### src/rtl/esfa_cell_sequencer.sv
// Upstream sequencer for the ESFA MemoryCell array: turns one command into a 1-2 step
// selector broadcast, samples the reduced cell results and returns a single response.
module esfa_cell_sequencer #(
  parameter int unsigned DW         = 8,
  parameter int unsigned RESULT_LAT = 1,
  parameter logic [7:0]  SEL_IDLE   = 8'hFF
) (
  input  logic          clk,
  input  logic          rst_n,
  input  logic          cmd_valid,
  output logic          cmd_ready,
  input  logic [2:0]    cmd_op,
  input  logic [DW-1:0] cmd_handle,
  input  logic [DW-1:0] cmd_index,
  input  logic [DW-1:0] cmd_value,
  output logic [7:0]    cell_selector,
  output logic          cell_will_write,
  output logic [DW-1:0] cell_handle,
  output logic [DW-1:0] cell_index,
  output logic [DW-1:0] cell_value,
  output logic [DW-1:0] cell_metadata,
  output logic          cell_is_metadata,
  input  logic          cell_any_bool,
  input  logic [DW-1:0] cell_result,
  input  logic [DW-1:0] cell_context,
  output logic          rsp_valid,
  input  logic          rsp_ready,
  output logic [1:0]    rsp_status,
  output logic [DW-1:0] rsp_value,
  output logic [DW-1:0] rsp_context
);

  localparam logic [2:0] OpLookup  = 3'd0;
  localparam logic [2:0] OpUpdate  = 3'd1;
  localparam logic [2:0] OpCongrue = 3'd2;
  localparam logic [2:0] OpRank    = 3'd3;

  localparam logic [1:0] StatusOk       = 2'd0;
  localparam logic [1:0] StatusNotFound = 2'd1;
  localparam logic [1:0] StatusFull     = 2'd2;
  localparam logic [1:0] StatusIllegal  = 2'd3;

  localparam int unsigned CntW = (RESULT_LAT > 1) ? $clog2(RESULT_LAT) : 1;
  localparam logic [CntW-1:0] CntLoad = CntW'(RESULT_LAT - 1);

  typedef enum logic [2:0] {
    StIdle,
    StIssue1,
    StWait1,
    StIssue2,
    StWait2,
    StResp
  } state_e;

  state_e        state_q, state_d;
  logic [2:0]    op_q, op_d;
  logic [DW-1:0] handle_q, handle_d;
  logic [DW-1:0] index_q, index_d;
  logic [DW-1:0] value_q, value_d;
  logic [DW-1:0] metadata_q, metadata_d;
  logic          is_metadata_q, is_metadata_d;
  logic [CntW-1:0] wait_cnt_q, wait_cnt_d;
  logic [1:0]    status_q, status_d;
  logic [DW-1:0] rsp_value_q, rsp_value_d;
  logic [DW-1:0] rsp_context_q, rsp_context_d;

  always_ff @(posedge clk or negedge rst_n) begin
    if (!rst_n) begin
      state_q       <= StIdle;
      op_q          <= '0;
      handle_q      <= '0;
      index_q       <= '0;
      value_q       <= '0;
      metadata_q    <= '0;
      is_metadata_q <= 1'b0;
      wait_cnt_q    <= '0;
      status_q      <= '0;
      rsp_value_q   <= '0;
      rsp_context_q <= '0;
    end else begin
      state_q       <= state_d;
      op_q          <= op_d;
      handle_q      <= handle_d;
      index_q       <= index_d;
      value_q       <= value_d;
      metadata_q    <= metadata_d;
      is_metadata_q <= is_metadata_d;
      wait_cnt_q    <= wait_cnt_d;
      status_q      <= status_d;
      rsp_value_q   <= rsp_value_d;
      rsp_context_q <= rsp_context_d;
    end
  end

  always_comb begin
    state_d       = state_q;
    op_d          = op_q;
    handle_d      = handle_q;
    index_d       = index_q;
    value_d       = value_q;
    metadata_d    = metadata_q;
    is_metadata_d = is_metadata_q;
    wait_cnt_d    = wait_cnt_q;
    status_d      = status_q;
    rsp_value_d   = rsp_value_q;
    rsp_context_d = rsp_context_q;

    unique case (state_q)
      StIdle: begin
        if (cmd_valid) begin
          op_d          = cmd_op;
          handle_d      = cmd_handle;
          index_d       = cmd_index;
          value_d       = cmd_value;
          metadata_d    = '0;
          is_metadata_d = 1'b0;
          if (cmd_op[2]) begin
            // Ops 4-7 never touch the cells.
            status_d      = StatusIllegal;
            rsp_value_d   = '0;
            rsp_context_d = '0;
            state_d       = StResp;
          end else begin
            state_d = StIssue1;
          end
        end
      end

      StIssue1: begin
        wait_cnt_d = CntLoad;
        state_d    = StWait1;
      end

      StWait1: begin
        if (wait_cnt_q != '0) begin
          wait_cnt_d = wait_cnt_q - CntW'(1);
        end else begin
          rsp_value_d   = cell_result;
          rsp_context_d = cell_context;
          status_d      = cell_any_bool ? StatusOk : StatusNotFound;
          state_d       = StIssue2;
          case (op_q)
            OpLookup: state_d = StResp;
            OpUpdate: begin
              if (!cell_any_bool) begin
                status_d = StatusFull;
                state_d  = StResp;
              end else begin
                // Step 2 writes into the cell that markAvailableCell reported.
                metadata_d    = cell_context;
                is_metadata_d = 1'b1;
              end
            end
            default: ;
          endcase
        end
      end

      StIssue2: begin
        wait_cnt_d = CntLoad;
        state_d    = StWait2;
      end

      StWait2: begin
        if (wait_cnt_q != '0) begin
          wait_cnt_d = wait_cnt_q - CntW'(1);
        end else begin
          rsp_context_d = cell_context;
          state_d       = StResp;
          if (op_q == OpRank) begin
            // RANK keeps the step-1 value; either miss makes it NOT_FOUND.
            if (!cell_any_bool) status_d = StatusNotFound;
          end else begin
            rsp_value_d = cell_result;
            status_d    = StatusOk;
          end
        end
      end

      StResp: begin
        if (rsp_ready) state_d = StIdle;
      end

      default: state_d = StIdle;
    endcase
  end

  always_comb begin
    cell_selector   = SEL_IDLE;
    cell_will_write = 1'b0;
    if (state_q == StIssue1) begin
      case (op_q)
        OpLookup:  cell_selector = 8'd1;
        OpUpdate:  cell_selector = 8'd5;
        OpCongrue: begin
          cell_selector   = 8'd3;
          cell_will_write = 1'b1;
        end
        OpRank:    cell_selector = 8'd6;
        default: ;
      endcase
    end else if (state_q == StIssue2) begin
      case (op_q)
        OpUpdate: begin
          cell_selector   = 8'd0;
          cell_will_write = 1'b1;
        end
        OpCongrue: begin
          cell_selector   = 8'd4;
          cell_will_write = 1'b1;
        end
        OpRank:    cell_selector = 8'd7;
        default: ;
      endcase
    end
  end

  assign cmd_ready        = (state_q == StIdle);
  assign rsp_valid        = (state_q == StResp);
  assign cell_handle      = handle_q;
  assign cell_index       = index_q;
  assign cell_value       = value_q;
  assign cell_metadata    = metadata_q;
  assign cell_is_metadata = is_metadata_q;
  assign rsp_status       = status_q;
  assign rsp_value        = rsp_value_q;
  assign rsp_context      = rsp_context_q;

endmodule

### config.mk
export PLATFORM = sky130hd
export DESIGN_NAME = esfa_cell_sequencer
export DESIGN_NICKNAME = d
export VERILOG_FILES = /design/src/rtl/esfa_cell_sequencer.sv
export SDC_FILE = /design/constraint.sdc
export NUM_CORES = 1
export LEC_CHECK = 0
export CAP_MARGIN = 10
export CORE_ASPECT_RATIO = 1.2
export CORE_MARGIN = 2
export CORE_UTILIZATION = 40
export CTS_BUF_LIST = sky130_fd_sc_hd__clkbuf_4 sky130_fd_sc_hd__clkbuf_8
export CTS_CLUSTER_DIAMETER = 80
export DETAILED_ROUTE_END_ITERATION = 8
export PLACE_DENSITY_LB_ADDON = 0.1
export RECOVER_POWER = 25
export SLEW_MARGIN = 20
export SYNTH_ARGS = -nofsm -noshare
export SYNTH_HDL_FRONTEND = slang
export SYNTH_SLANG_ARGS = --single-unit
### constraint.sdc
create_clock -name clk -period 5.5 [get_ports clk]
set_input_delay 1.65 -clock clk [delete_from_list [all_inputs] [get_ports clk]]
set_output_delay 1.65 -clock clk [all_outputs]
set_load 0.01 [all_outputs]
After elaboration in Yosys (flattened, before gate mapping)

Index checks and enable logic that the tools add are counted.

Flip-flop bits (word level): 58
Input port bits: 48
Output and inout bits: 62

Add/sub/neg operators: 1
Eq/ne operators: 18
Multiplexer cells: 46
Reductions and logical operators: 15

Operators with widths:

| operator             | count |
|---|---|
| $mux W8              | 12 |
| $pmux W8 S3          | 2 |
| $pmux W8 S2          | 2 |
| $pmux W8 S4          | 1 |
| $mux W3              | 6 |
| $pmux W3 S6          | 1 |
| $mux W2              | 8 |
| $ne A2 B2 Y1 const B | 7 |
| $eq A3 B2 Y1 const B | 4 |
| $reduce_and A6 Y1    | 2 |
| $mux W1              | 10 |
| $reduce_and A4 Y1    | 2 |
| $eq A3 B1 Y1 const B | 2 |
| $eq A3 B3 Y1 const B | 2 |
| $logic_not A3 Y1     | 2 |
| $pmux W2 S3          | 1 |
| $pmux W3 S2          | 1 |
| $reduce_bool A2 Y1   | 3 |
| $reduce_or A2 Y1     | 3 |
| $reduce_and A5 Y1    | 1 |
| $ne A2 B1 Y1 const B | 2 |
| $pmux W1 S2          | 2 |
| $ne A3 B3 Y1 const B | 1 |
| $reduce_bool A3 Y1   | 1 |
| 2 further kinds      | 2 |

Depth between registers and ports, before layout

Depth in word-level cells: 5
Mapped depth: 6
Depth with buffers taken out: 4

Worst setup path before layout

No wires, ideal clock.

Path type: reg2out
Start: reg state_q[2]
End: out cell_selector[4]
Arrival time: 1.514 ns
Data required time: 3.850 ns
Slack: 2.336 ns
Cell stages (with the launch flop): 5
Cell sequence: dfrtp_1 buf_2 nor3b_1 o21ai_0 buf_4

Cells in the longest elaborated chain, start to end: 3
Elaborated cells on any way between the ends: 4
Classes of those cells: eq/ne: 2; mux: 2

RTL lines:

| item                   | RTL line | source |
|---|---|---|
| from (decl)            | 55       | `state_e state_q, state_d;` |
| from (signal assigned) | 69       | `state_q <= StIdle;` |
| from (signal assigned) | 81       | `state_q <= state_d;` |
| $eq A3 B2 Y1           | 202      | `end else if (state_q == StIssue2) begin` |
| $mux W8                | 202      |  |
| $mux W8 *              | 191      | `if (state_q == StIssue1) begin` |
| to (decl)              | 16       | `output logic [7:0] cell_selector,` |

Every way passes the cells marked *; elsewhere a longest branch is shown, timed or not.

==> impl_metrics.yaml <==
synthesis:
  syn_area_um2: 2420
  synthTopCellsByArea: "dfrtp_1, mux2_2, a22o_1"
  yosysWarnings: 0
  async_reset_ff_frac: 1.00
  synth_ff_type: "dfrtp_1"
  yosysMostFrequentCell: "dfrtp_1"
  synth_enable_flop_cells: 0
  syn_area_per_cell_um2: 12.6
  ys_ff_latch: 57
  synth_cell_types: 36
  synth_top_area_frac: 0.589
  synthCells: 193
  seq_area_frac_synth: 0.589
  yosys.area.top_type: "dfrtp_1"
  synth_common_cells: "dfrtp_1, mux2_2, nand2_1"
  syn_nets: 241
grt:
  grt.overflow.total: 0
  antenna_found_initial: 0
  first_global_vias: 1936
  grt_usage: 0.172
  grt_pass1_wl_mm: 8.67
  grt_max_degree: 58
placement:
  dp_cells: 369
  dpl.hpwl_mm: 3.83
  placed_area_um2: 3520
  io_buffers: 109
  pre_cts_ws_ps: 1940
  place_congestion: 0.716
die:
  row_count: 31
  core-area_um2: 5930
  die_w_um: 75.1
  pin_count: 110
  dieArea_um2: 6700
  die_h_um: 89.3
  initial_core_util: 0.408
final_layout:
  final_cells: 384
  areaGrowthSynthToFinish_pct: 52.9
  fill_cells: 520
  post-route-util: 0.624
  seq_area_um2: 1430
  drive_above_1_share: 0.162
  antennaDiodeCount: 0
  multi_input_area_um2: 886
  design_area_um2: 3700
  final_nets: 346
critical_path:
  cp_cell_sequence: "buf_2 -> clkbuf_1"
  cp_top_family: "buffers and inverters"
  r2r_setup_slack_ps: 3280
  setup.worst_path.end: "cell_value[1]"
  endpoint_kind: "async pin"
  cp_num_buf_inv: 2
  critPathLaunch: "rst_n"
  reg2reg_depth: 4
  cp.depth: 2
  cp.required_ps: 5270
  arrival_ps: 3860
  path_max_fanout: 57
  start_kind: "input port"
  reg2reg_from: "state_q[1]"
  path_class: "input port to async pin"
  crit_slowest_cell: "clkbuf_1"
  critPathMaxStageDelay_ps: 2110
  regToRegEndpoint: "cell_value[0]"
drt:
  drt_iter0_drc: 44
  vias: 1884
  wire_per_inst_um: 14.2
  routed-wl-met2_mm: 2.59
  wl_met3_um: 494
  wirelength_met1_mm: 2.27
  first_pass_iters: 4
  antenna_left: 0
  top_layer: "met4"
  via_per_inst: 4.91
  drc: 0
  routed_wl_mm: 5.45
sta:
  fin_crit_sh: 0.745
  relSlewSlack: -0.999
  finalMaxSlewViolations: 58
  hold_viol_final: 0
  fin_tns_setup_ps: 0
  hold_slack_ps: 489
  fin_crit_ps: 4100
  timing.final.ws_setup_ps: 1400
  rsz0062_at_grt: "false"
  fmax_ghz: 0.244
  finalSetupViolCount: 0
  tightest_slew_ps: 3000
  clock_skew_ps: 5.99
clock_network:
  cts-root-buf: "clkbuf_8"
  clock_latency_ps: 320
  cts_setup_buffers: 0
  hold_buffers: 0
  cts_tree: "built"
  clk_path_buf_depth: 2
  clock-sinks: 57
  htreeDepth: 3
  clkTransAtPathRegs_ps: 60
  numCtsBuffers: 9
  post_cts_resized: 0
power:
  irDropWorstVdd_mv: 0.284
  p_leak_nw: 1.52
  power.total_mw: 2.02
  p_per_area_nw_per_um2: 546
run:
  maxCapViolCount: 1
hold_path:
  min_path_type: "flip-flop to flip-flop"
outcome:
  status: "finished with violations"
  failed_checks: "max-capacitance violations, max-slew violations"
-- registers in the layout, indices dropped and copies added (netlist names) --
name,count
rsp_value,8
cell_index,8
cell_is_metadata,1
op_q,3
cell_handle,8
rsp_context,8
state_q,3
rsp_status,2
cell_metadata,8
cell_value,8
-- cell usage in the layout (no fill, tap or decap), types with 2 or more instances in the layout --
master           instances
a21oi_1                  4
nand2b_1                 6
a22o_1                  16
o21ai_0                 12
clkdlybuf4s50_1        108
nand2_1                 17
clkbuf_8                12
nor3b_1                  2
dfrtp_1                 57
nor2_1                   2
a211oi_1                 2
o211ai_1                 2
inv_1                    2
o21ai_1                  8
mux2_2                  27
-- cells by family after synthesis --
kind of cell / count (synthesis) / synth area share
AND/OR/NAND/NOR: 37 / 0.0878
multiplexers: 28 / 0.130
AO/OA/AOI/OAI: 51 / 0.144
buffers and inverters: 19 / 0.0459
XOR/XNOR: 1 / 0.00361
flip-flops: 57 / 0.589
-- metal layers --
layer | vias to the layer above | global-route usage
met2 | 68 | 0.274
met5 | - | 0
met3 | 7 | 0.0631
met4 | 0 | 0.0877
met1 | 908 | 0.203
li1 | 901 | -
-- layout make-up --
class	count	area share
well taps	82	0.0277
clock inverters	2	0.00338
clock buffers	13	0.0466
flip-flops and latches	57	0.385
multi-input cells	117	0.239
inverters	2	0.00203
repair buffers	111	0.296
-- worst min path at each step --
stage,cells after the start,to,startpoint
3_3_place_gp,1,cell_is_metadata,cell_is_metadata
3_5_place_dp,1,cell_is_metadata,cell_is_metadata
5_1_grt,1,cell_is_metadata,cell_is_metadata
4_1_cts,1,cell_is_metadata,cell_is_metadata
2_1_floorplan,1,cell_is_metadata,cell_is_metadata
6_report,1,cell_is_metadata,cell_is_metadata
-- power breakdown --
group / internal, mW / leakage, nW / switching [mW]
clock network: 0.202 / 0.0949 / 0.156
registers: 0.597 / 0.712 / 0.139
logic: 0.550 / 0.715 / 0.379
total: 1.35 / 1.52 / 0.675
(Power assumes the default switching activity.)
